**src/rtl/uart_rx_channel.sv**
```systemverilog
// UART receive channel: synchroniser, oversampled 5-8 bit receiver with parity/stop/break
// checking, and a first-word-fall-through RX FIFO with threshold and character-timeout flags.
`timescale 1ns/1ps
module uart_rx_channel #(
  parameter int FIFO_DEPTH    = 16,
  parameter int OVERSAMPLE    = 16,
  parameter int SYNC_STAGES   = 3,
  parameter int TIMEOUT_CHARS = 4
) (
  input  logic                          uart_clk,
  input  logic                          rst_n,
  input  logic                          sample_tick,
  input  logic                          rx_serial,
  input  logic [1:0]                    cfg_data_bits,
  input  logic                          cfg_parity_en,
  input  logic                          cfg_parity_odd,
  input  logic                          cfg_stop2,
  input  logic [$clog2(FIFO_DEPTH):0]   cfg_rx_thresh,
  input  logic                          fifo_reset,
  input  logic                          err_clear,
  input  logic                          rd_en,
  output logic [7:0]                    rd_data,
  output logic [2:0]                    rd_status,
  output logic                          rx_empty,
  output logic                          rx_full,
  output logic [$clog2(FIFO_DEPTH):0]   rx_level,
  output logic                          rx_thresh_hit,
  output logic                          rx_timeout,
  output logic                          rx_active,
  output logic                          overrun_error
);

  localparam int LW       = $clog2(FIFO_DEPTH) + 1;
  localparam int PW       = $clog2(FIFO_DEPTH);
  localparam int CW       = $clog2(OVERSAMPLE);
  localparam int TO_LIMIT = TIMEOUT_CHARS * 10 * OVERSAMPLE;
  localparam int TW       = $clog2(TO_LIMIT + 1);

  typedef enum logic [2:0] {
    ST_IDLE, ST_START, ST_DATA, ST_PARITY, ST_STOP, ST_BRK_WAIT
  } state_t;

  logic [SYNC_STAGES-1:0] sync_reg;
  logic                   rx_sync;

  always_ff @(posedge uart_clk or negedge rst_n) begin
    if (!rst_n) sync_reg <= '1;
    else        sync_reg <= {sync_reg[SYNC_STAGES-2:0], rx_serial};
  end
  assign rx_sync = sync_reg[SYNC_STAGES-1];

  state_t         state_reg, state_next;
  logic [CW-1:0]  tick_cnt_reg, tick_cnt_next;
  logic [2:0]     bit_cnt_reg, bit_cnt_next;
  logic [7:0]     data_reg, data_next;
  logic           par_bit_reg, par_bit_next;
  logic           fe_reg, fe_next;
  logic           stop_low_reg, stop_low_next;
  logic           stop_idx_reg, stop_idx_next;
  logic [1:0]     nbits_reg, nbits_next;
  logic           par_en_reg, par_en_next;
  logic           par_odd_reg, par_odd_next;
  logic           stop2_reg, stop2_next;
  logic           push_valid;
  logic [10:0]    push_word;
  logic           fe_now, low_now, brk_now, pe_now;

  always_comb begin
    state_next    = state_reg;
    tick_cnt_next = tick_cnt_reg;
    bit_cnt_next  = bit_cnt_reg;
    data_next     = data_reg;
    par_bit_next  = par_bit_reg;
    fe_next       = fe_reg;
    stop_low_next = stop_low_reg;
    stop_idx_next = stop_idx_reg;
    nbits_next    = nbits_reg;
    par_en_next   = par_en_reg;
    par_odd_next  = par_odd_reg;
    stop2_next    = stop2_reg;
    push_valid    = 1'b0;
    push_word     = '0;
    fe_now        = fe_reg | ~rx_sync;
    low_now       = stop_low_reg & ~rx_sync;
    brk_now       = (data_reg == 8'h00) && low_now && !(par_en_reg && par_bit_reg);
    pe_now        = par_en_reg && ((^data_reg ^ par_bit_reg) != par_odd_reg);
    if (sample_tick) begin
      case (state_reg)
        ST_IDLE: begin
          if (!rx_sync) begin
            state_next    = ST_START;
            tick_cnt_next = '0;
            nbits_next    = cfg_data_bits;
            par_en_next   = cfg_parity_en;
            par_odd_next  = cfg_parity_odd;
            stop2_next    = cfg_stop2;
          end
        end
        ST_START: begin
          if (tick_cnt_reg == CW'(OVERSAMPLE/2 - 1)) begin
            tick_cnt_next = '0;
            if (rx_sync) begin
              state_next = ST_IDLE;
            end else begin
              state_next    = ST_DATA;
              bit_cnt_next  = '0;
              data_next     = '0;
              par_bit_next  = 1'b0;
              fe_next       = 1'b0;
              stop_low_next = 1'b1;
              stop_idx_next = 1'b0;
            end
          end else begin
            tick_cnt_next = tick_cnt_reg + CW'(1);
          end
        end
        ST_DATA: begin
          if (tick_cnt_reg == CW'(OVERSAMPLE - 1)) begin
            tick_cnt_next          = '0;
            data_next[bit_cnt_reg] = rx_sync;
            // last data bit index is 4 + cfg code (5..8 bits)
            if (bit_cnt_reg == 3'd4 + {1'b0, nbits_reg})
              state_next = par_en_reg ? ST_PARITY : ST_STOP;
            else
              bit_cnt_next = bit_cnt_reg + 3'd1;
          end else begin
            tick_cnt_next = tick_cnt_reg + CW'(1);
          end
        end
        ST_PARITY: begin
          if (tick_cnt_reg == CW'(OVERSAMPLE - 1)) begin
            tick_cnt_next = '0;
            par_bit_next  = rx_sync;
            state_next    = ST_STOP;
          end else begin
            tick_cnt_next = tick_cnt_reg + CW'(1);
          end
        end
        ST_STOP: begin
          if (tick_cnt_reg == CW'(OVERSAMPLE - 1)) begin
            tick_cnt_next = '0;
            if (stop2_reg && !stop_idx_reg) begin
              stop_idx_next = 1'b1;
              fe_next       = fe_now;
              stop_low_next = low_now;
            end else begin
              push_valid = 1'b1;
              push_word  = {brk_now, fe_now, pe_now, data_reg};
              state_next = brk_now ? ST_BRK_WAIT : ST_IDLE;
            end
          end else begin
            tick_cnt_next = tick_cnt_reg + CW'(1);
          end
        end
        ST_BRK_WAIT: begin
          if (rx_sync) begin
            state_next    = ST_IDLE;
            tick_cnt_next = '0;
          end
        end
        default: state_next = ST_IDLE;
      endcase
    end
  end

  always_ff @(posedge uart_clk or negedge rst_n) begin
    if (!rst_n) begin
      state_reg    <= ST_IDLE;
      tick_cnt_reg <= '0;
      bit_cnt_reg  <= '0;
      data_reg     <= '0;
      par_bit_reg  <= 1'b0;
      fe_reg       <= 1'b0;
      stop_low_reg <= 1'b0;
      stop_idx_reg <= 1'b0;
      nbits_reg    <= '0;
      par_en_reg   <= 1'b0;
      par_odd_reg  <= 1'b0;
      stop2_reg    <= 1'b0;
    end else begin
      state_reg    <= state_next;
      tick_cnt_reg <= tick_cnt_next;
      bit_cnt_reg  <= bit_cnt_next;
      data_reg     <= data_next;
      par_bit_reg  <= par_bit_next;
      fe_reg       <= fe_next;
      stop_low_reg <= stop_low_next;
      stop_idx_reg <= stop_idx_next;
      nbits_reg    <= nbits_next;
      par_en_reg   <= par_en_next;
      par_odd_reg  <= par_odd_next;
      stop2_reg    <= stop2_next;
    end
  end

  logic [10:0]   mem [FIFO_DEPTH];
  logic [PW-1:0] wr_ptr_reg, rd_ptr_reg;
  logic [LW-1:0] level_reg;
  logic          overrun_reg, timeout_reg;
  logic [TW-1:0] to_cnt_reg;
  logic          do_pop, do_push, overrun_set;
  logic [10:0]   head;

  assign do_pop      = rd_en & ~rx_empty;
  assign do_push     = push_valid & (~rx_full | do_pop) & ~fifo_reset;
  assign overrun_set = push_valid & rx_full & ~do_pop & ~fifo_reset;

  always_ff @(posedge uart_clk) begin
    if (do_push) mem[wr_ptr_reg] <= push_word;
  end

  always_ff @(posedge uart_clk or negedge rst_n) begin
    if (!rst_n) begin
      wr_ptr_reg  <= '0;
      rd_ptr_reg  <= '0;
      level_reg   <= '0;
      overrun_reg <= 1'b0;
    end else begin
      if (fifo_reset) begin
        wr_ptr_reg <= '0;
        rd_ptr_reg <= '0;
        level_reg  <= '0;
      end else begin
        if (do_push) wr_ptr_reg <= wr_ptr_reg + PW'(1);
        if (do_pop)  rd_ptr_reg <= rd_ptr_reg + PW'(1);
        level_reg <= level_reg + LW'(do_push) - LW'(do_pop);
      end
      // a new overrun outranks a clear arriving in the same cycle
      if (overrun_set)                  overrun_reg <= 1'b1;
      else if (err_clear || fifo_reset) overrun_reg <= 1'b0;
    end
  end

  always_ff @(posedge uart_clk or negedge rst_n) begin
    if (!rst_n) begin
      to_cnt_reg  <= '0;
      timeout_reg <= 1'b0;
    end else if (fifo_reset || do_push || do_pop || rx_empty) begin
      to_cnt_reg  <= '0;
      timeout_reg <= 1'b0;
    end else if (sample_tick && state_reg == ST_IDLE && !timeout_reg) begin
      to_cnt_reg <= to_cnt_reg + TW'(1);
      if (to_cnt_reg == TW'(TO_LIMIT - 1)) timeout_reg <= 1'b1;
    end
  end

  assign head          = mem[rd_ptr_reg];
  assign rx_empty      = (level_reg == '0);
  assign rx_full       = (level_reg == LW'(FIFO_DEPTH));
  assign rx_level      = level_reg;
  assign rd_data       = rx_empty ? 8'h00 : head[7:0];
  assign rd_status     = rx_empty ? 3'b000 : head[10:8];
  assign rx_thresh_hit = (cfg_rx_thresh != '0) && (level_reg >= cfg_rx_thresh);
  assign rx_timeout    = timeout_reg;
  assign rx_active     = (state_reg != ST_IDLE);
  assign overrun_error = overrun_reg;

endmodule

```
**config.mk**
```make
export PLATFORM = sky130hd
export DESIGN_NAME = uart_rx_channel
export DESIGN_NICKNAME = d
export VERILOG_FILES = /design/src/rtl/uart_rx_channel.sv
export SDC_FILE = /design/constraint.sdc
export NUM_CORES = 1
export LEC_CHECK = 0
export CORE_MARGIN = 1.5
export CORE_UTILIZATION = 57
export DETAILED_ROUTE_END_ITERATION = 8
export PLACE_DENSITY = 0.75
export SYNTH_ARGS = -nofsm -noshare
export SYNTH_HDL_FRONTEND = slang
export SYNTH_SLANG_ARGS = --single-unit
export TNS_END_PERCENT = 5
```
**constraint.sdc**
```tcl
create_clock -name uart_clk -period 4.3 [get_ports uart_clk]
set_clock_uncertainty 0.1 [all_clocks]
set_input_delay 0.86 -clock uart_clk [delete_from_list [all_inputs] [get_ports uart_clk]]
set_output_delay 0.86 -clock uart_clk [all_outputs]
set_load 0.01 [all_outputs]
```
---- Word-level counts from Yosys, hierarchy flattened ----
Memories as Yosys holds them, arrays and structs flattened.
Cells that the tools add are included.
Widths: inputs -> output; s select.
storage, ports and cells
  register bits ........................... 55
  bits in writable memories ............... 176
  bits of input ports ..................... 17
  logic and storage cells ................. 176
  memories kept ........................... 1
memory list
  memory  words  width  read ports  clocked after memory_dff  write ports  RTL line  text
  mem     16     11     1           0                         1            196       logic [10:0] mem [FIFO_DEPTH];
cells by class
  add/subtract/negate cells ............... 8
  magnitude comparators ................... 3
  equality and inequality tests ........... 22
  muxes and demuxes ....................... 68
  bitwise logic cells ..................... 15
  reduce and logical (&&, ||, !) cells .... 40
operator list
  kind                   count
  $mux 3                 15
  $mux 11                4
  $mux 4                 8
  $mux 8                 4
  $mux 1                 23
  $ne 2x2->1 const B     11
  $mux 10                2
  $pmux 3 s6             1
  $pmux 4 s4             1
  $pmux 8 s2             1
  $reduce_bool 2->1      8
  $add 4x1->4 const B    3
  $reduce_and 6->1       2
  $add 10x1->10 const B  1
  $eq 10x10->1 const B   1
  $reduce_and 5->1       2
  $logic_and 1x1->1      9
  $reduce_and 9->1       1
  $bwmux 8               1
  $logic_not 8->1        1
  $pmux 1 s2             4
  $reduce_xor 8->1       1
  $and 1x1->1            7
  $eq 3x2->1 const B     2
  other kinds (32)       43

---- Logic depth before layout (Yosys ltp) ----
Gate-level depths: netlist of run 1.
  depth in word-level cells ............... 13
  depth in mapped cells ................... 15
  depth with buffers taken out ............ 15

---- Worst setup path before layout of run 1 ----
OpenSTA, ideal clock, no wires.
  kind .................................... in2reg
  start ................................... input port sample_tick
  end ..................................... register level_reg[4], in the netlist rx_level[4]
  arrival ................................. 3.046 ns
  slack ................................... 1.076 ns
  cell stages on the path ................. 13
  buffers on the path ..................... 0
  path through ............................ nand4_1 a2111oi_4 nand2b_1 ha_1 inv_1 ha_1 inv_1 fa_1 inv_1 a21oi_1 nor2_1 or3_1 a21oi_1
on the way
  word-level cells in the longest chain between the ends .. 6
RTL lines
  item                      RTL line  text
  start: declaration        12        input logic sample_tick,
  $mux 1                    87        if (sample_tick) begin
  $and 1x1->1 (2 in a row)  205       assign do_push = push_valid & (~rx_full | do_pop) & ~fifo_reset;
  $add 5x1->5               226       level_reg <= level_reg + LW'(do_push) - LW'(do_pop);
  $sub 5x1->5               226
  $mux 5                    219       if (fifo_reset) begin
  end signal: assignment    226
  end: declaration          198       logic [LW-1:0] level_reg;
No other way between the ends.
A chain may end at the register's enable or synchronous reset.

---- Worst setup path after layout of run 1 ----
  start ................................... register rd_ptr_reg[0]
  end ..................................... output port rd_data[2]
on the way
  word-level cells in the longest chain between the ends .. 2
RTL lines
  item                      RTL line  text
  start: declaration        197       logic [PW-1:0] wr_ptr_reg, rd_ptr_reg;
  start signal: assignment  225       if (do_pop) rd_ptr_reg <= rd_ptr_reg + PW'(1);
  $mem_v2 16x11             n/a
  $mux 8                    251       assign rd_data = rx_empty ? 8'h00 : head[7:0];
  end: declaration          22        output logic [7:0] rd_data,
No other way between the ends.

==> results of run 1 <==
==> worst paths after layout <==
path                                    start            to  slack (ps)
worst min-delay path                    rst_n  nbits_reg[0]         250
worst max-delay path            rd_ptr_reg[0]    rd_data[2]         240
worst min register to register    sync_reg[1]   sync_reg[2]         260
worst max register to register   state_reg[0]   rx_level[4]         910
max in group asynchronous               rst_n   sync_reg[0]        2980
min in group uart_clk             sync_reg[1]   sync_reg[2]         260
==> worst register-to-register path: stages, from the launching register on <==
cell	delay [ps]
dfrtp_1	560
or3b_1	690
a2111oi_4	310
nand2b_1	100
ha_1	280
inv_1	40
ha_1	180
inv_1	80
fa_1	210
inv_1	50
a21oi_1	120
nor2_1	70
or3_1	360
a21oi_1	150
==> cells in the final DEF, fill, tap and decap left out, drive strengths merged, types with 5 or more instances in the layout <==
master	netlist	layout
edfxtp	176	176
mux4	55	55
dfrtp	52	52
nor2	51	51
nand2	43	43
clkdlybuf4s50	0	37
buf	15	37
inv	32	32
clkbuf	16	29
ha	23	23
o21ai	19	19
a21oi	18	18
nor2b	15	15
xor2	13	13
clkinv	0	11
xnor2	10	10
nand4	10	10
nor4	10	10
mux2	7	7
o22ai	6	6
or3	6	6
nand2b	5	5
nand3	5	5
==> kinds of logic (layout without fill, tap and decap cells) <==
| logic type | count (synthesis) | in the layout |
|---|---|---|
| compound gates | 67 | 67 |
| xor+xnor | 23 | 23 |
| fa+ha+maj | 24 | 24 |
| buf+inv | 63 | 147 |
| flops | 231 | 231 |
| mux | 63 | 63 |
| simple gates | 174 | 174 |
==> power by group through the flow <==
stage | Combinational, W | Sequential [W] | Clock (W)
6_report | 0.000989 | 0.00260 | 0.00188
5_1_grt | 0.00109 | 0.00261 | 0.00200
4_1_cts | 0.00100 | 0.00260 | 0.00191
3_5_place_dp | 0.000995 | 0.00264 | 0
3_3_place_gp | 0.000956 | 0.00264 | 0
2_1_floorplan | 0.000757 | 0.00255 | 0
==> per-stage QoR <==
stage | area (sq um) | utilization [%] | worst slack [ps]
final | 11700 | 67.5 | 238
after global routing | 11700 | 67.5 | 110
after CTS | 11700 | 67.5 | 183
after detailed placement | 11000 | 63.4 | 498
after global placement | 11000 | 63.4 | 594
after floorplan | 10100 | - | 1080
==> layer usage <==
layer,GRT usage [%],vias up,routed length (um)
met5,0,-,0
met4,7.80,0,613
met3,3.02,48,1120
met2,41.9,194,11100
met1,29.5,2977,7940
li1,-,2614,-
==> cell type report <==
class,instances,share of cell area (%)
Sequential cell,231,56.9
Clock buffer,29,5.47
Multi-Input combinational cell,351,28.0
Timing Repair Buffer,74,5.61
Clock inverter,12,0.619
Tap cell,225,2.40
Inverter,32,1.02
==> impl_metrics.ini, run 1 <==
[synthesis]
synthCells = 645
syn_area_per_cell_sq_um = 15.7
async_flop_share_pct = 23.8
synth_top_family_by_area = multiplexers
synth_edf_count = 176
synth_fp_nets = 686
netlist.area_leader.share_pct = 52.1
synth_common_cells = 176 x edfxtp_1, 55 x mux4_2, 52 x dfrtp_1, 50 x nor2_1, 42 x nand2_1
synth_most_common_cell = edfxtp_1
synth_seq_area_share_pct = 65.7
ys_dominant_reg_cell = edfxtp_1
yosysUniqueCellTypes = 64
synth.area.mux_share_pct = 13.1
synth_compound_area_share_pct = 4.45
synthAdderAreaFrac_pct = 3.03
synth-seq-cells = 231
synth_area_sq_mm = 0.0101
synthXorXnorAreaFrac_pct = 1.98
ys_warn_count = 0
synth.largest_area_cell = edfxtp_1
synthSimpleGateAreaFrac_pct = 9.22
synthTopCellsByArea = edfxtp_1 52%, dfrtp_1 13%, mux4_2 12%

[finish]
multiInputGateArea_sq_mm = 0.00328
antenna_cells = 0
drive_above_1_share_pct = 20.7
fill_cells = 1159
largest_reg_flops = 176
seqCellArea_sq_mm = 0.00667
area_delta_synth_final_pct = 15.5
fin_cells = 954
num-nets-final = 755

[drt]
vias_per_cell = 6.11
wl_mm = 20.8
avgRoutedWirePerCell_um = 21.8
via_count = 5833
drcViolationCount = 0
firstDrtPassIters = 4
drt.antenna.violating_nets = 0
drtIter0Drc = 381

[power_and_ir_drop]
p_seq_share_pct = 47.5
combPwrFrac_pct = 18.1
pwr-share-clk_pct = 34.4
p_sw_w = 0.00142
p_leak_nw = 4.42
power_density_mw_per_mm2 = 467
irDropWorstVdd_mv = 0.363
p_int_w = 0.00405
switching_share_pct = 26.0
total_power_w = 0.00547

[setup_path]
cp_num_buf_inv = 2
path_depth = 5
cp_slowest_cell = dfrtp_2
crit_type = reg2out
critPathRequiredTime_ps = 3340
crit_chain = buf_4, mux4_2, mux4_2, nor2b_1, clkdlybuf4s50_1
cp_max_fo = 13
cp_top_family = multiplexers
slowest_delay_ps = 570
start_kind = flop
cp.arrival_ps = 3100
cpMostUsedCell = mux4_2
reg2reg_depth = 13
endpoint_kind = primary output

[floorplan]
dieWidth_um = 136
io_pins = 39
die_area_sq_mm = 0.0186
start_util_pct = 58.5
num_rows = 48
core_sq_mm = 0.0174
die_y_um = 136

[placement]
dp_cells = 913
gp_congestion = 0.840
io_buffer_count = 38
dp_hpwl_mm = 13.2

[global_route]
grt_max_degree = 34
grt_pass1_vias = 5959
antenna_found_initial = 0
overflow = 0
grt_pass1_wl_mm = 32.4
grtUsageTotal_pct = 23.4

[clock_network]
cts_setup_buffers = 0
cts_buffers = 24
insertion_delay_ps = 500
post_cts_resized = 0
clockBufferDepth = 3
cts.clk_slew.worst_paths_ps = 60
cts_hold_buf = 0
cts_root_buffer = clkbuf_16
cts_tree = built
htree_num_levels = 1
cts.sinks = 231

[timing]
fin_crit_sh_pct = 94.5
min_period_ps = 4060
timing.setup.tns_ps = 0
hold_violations = 0
max_freq_mhz = 246
tightest_slew_ps = 1340
timing.hold.ws_ps = 249
final-max-slew-violation-count = 0
setup-violations-final = 0
relSlewSlack_pct = 9.94
rsz0062_at_grt = false

[worst_hold_path]
hp-class = in2async

[flow_run]
max_cap_viol_count = 0

[outcome]
outcome = finished clean
No activity file was read; power rests on OpenSTA's default activity.
==> run 2, diff against run 1 <==
CTS_BUF_LIST = sky130_fd_sc_hd__clkbuf_4   (was default)
==> run 2 against run 1 <==
Combinational power is 0.6% lower. Largest power group unchanged. Clock-buffer cell count up 54. First-iteration DRC count increased by 19%. Routed wire length is 1.5% lower. Final cell count is 6.5% higher.
==> impl_metrics.ini, run 2 (synthesized netlist as in run 1, its figures left out) <==
[timing]
tightest_slew_ps = 1260
setup_slack_ps = 219
min_period_ps = 4080
final-max-slew-violation-count = 0
relSlewSlack_pct = 15.1
fin_crit_sh_pct = 94.9
max_freq_mhz = 245
timing.setup.tns_ps = 0
rsz0062_at_grt = false
hold_violations = 0
setup-violations-final = 0

[setup_path]
r2r_end = rx_level[4]
cp_num_buf_inv = 2
endpoint_kind = primary output
worst_r2r_startpoint = state_reg[0]
slowest_delay_ps = 560
cp_top_family = multiplexers
crit_type = reg2out
critPathRequiredTime_ps = 3340
crit_end = rd_data[0]
r2r_slack_ps = 980
cp_slowest_cell = dfrtp_4
startpoint = rd_ptr_reg[0]
reg2reg_depth = 13
cp.arrival_ps = 3120
start_kind = flop
cpMostUsedCell = mux4_2
crit_chain = buf_12, mux4_2, mux4_2, nor2b_1, clkdlybuf4s50_1
path_depth = 5
cp_max_fo = 25

[floorplan]
die_y_um = 136
core_sq_mm = 0.0174
die_area_sq_mm = 0.0186
io_pins = 39
dieWidth_um = 136
start_util_pct = 58.5
num_rows = 48

[global_route]
overflow = 0
grtUsageTotal_pct = 23.6
grt_max_degree = 34
grt_pass1_vias = 6256
grt_pass1_wl_mm = 32.5
antenna_found_initial = 1

[placement]
gp_congestion = 0.840
dp_cells = 913
io_buffer_count = 38
dp_hpwl_mm = 13.2
place_ws_ps = 498

[power_and_ir_drop]
p_leak_nw = 4.49
irDropWorstVdd_mv = 0.215
power_density_mw_per_mm2 = 453

[finish]
final_common_cell = edfxtp_1
final_core_util_pct = 67.5
area_delta_synth_final_pct = 15.5
drive_above_1_share_pct = 26.7
largest_reg_flops = 176
num-nets-final = 788
final_cell_mix = 176 x edfxtp_1, 83 x clkbuf_4, 55 x mux4_2, 50 x nor2_1, 50 x dfrtp_1
fin_cells = 1016

[clock_network]
insertion_delay_ps = 640
cts_hold_buf = 0
cts.clk_slew.worst_paths_ps = 70
htree_num_levels = 2
cts_buffers = 57
clockBufferDepth = 3
cts.sinks = 231
cts_root_buffer = clkbuf_4
cts_tree = built

[drt]
avgRoutedWirePerCell_um = 20.2
drt.antenna.violating_nets = 0
drcViolationCount = 0
wl_mm = 20.5
via_count = 6000
firstDrtPassIters = 5
drtIter0Drc = 455
vias_per_cell = 5.91

[outcome]
outcome = finished clean

[worst_hold_path]
hp-class = in2async

[flow_run]
max_cap_viol_count = 0
run 2: changes by cell type in the layout (fill, tap and decap cells not counted), sizes merged:
cell and delta:
clkbuf +54, bufinv -1, clkinvlp +2, clkinv +6, diode +1
run 2: repair_timing:
item | in CTS | in global routing
endpoints found under the setup margin | 2 | 3
buffers inserted | 0 | 0
resized for setup | 1 | 1
endpoints found under the hold margin | 0 | 0
run 2: layout make-up:
class,instances,area [sq um]
Antenna cell,1,2.50
Clock buffer,83,623
Clock inverter,19,81.3
Fill cell,1215,5640
Inverter,32,120
Multi-Input combinational cell,351,3280
Sequential cell,231,6670
Tap cell,225,282
Timing Repair Buffer,74,662
run 2: metrics by stage:
step           hold slack [ps]  cell area (sq um)  power (W)
6_report                   115              11700    0.00531
5_1_grt                   89.9              11700    0.00559
4_1_cts                   76.7              11700    0.00538
3_5_place_dp               249              11000    0.00364
3_3_place_gp               245              11000    0.00359
2_1_floorplan              245              10100    0.00331
run 2: worst min-delay path by stage:
stage                      startpoint              to  slack (ps)  cells after the start
after global placement    sync_reg[0]     sync_reg[1]         250                      0
after floorplan           sync_reg[0]     sync_reg[1]         250                      0
after global routing            rst_n   rd_ptr_reg[1]          90                      1
after CTS                       rst_n    nbits_reg[1]          80                      1
after detailed placement  sync_reg[1]     sync_reg[2]         250                      0
final                           rst_n  bit_cnt_reg[0]         120                      1
run 2: power breakdown:
group          leakage, nW  switching (W)  internal, W
logic                 1.46       0.000482     0.000501
clock network        0.413       0.000841     0.000886
registers             2.61       0.000151      0.00245
run 2: routing by layer:
metal	track usage (%)	routed length, um	vias up
met1	29.4	7900	2997
met5	0	0	-
met2	40.3	10800	234
met4	9.81	598	0
met3	4.85	1240	51
li1	-	-	2718
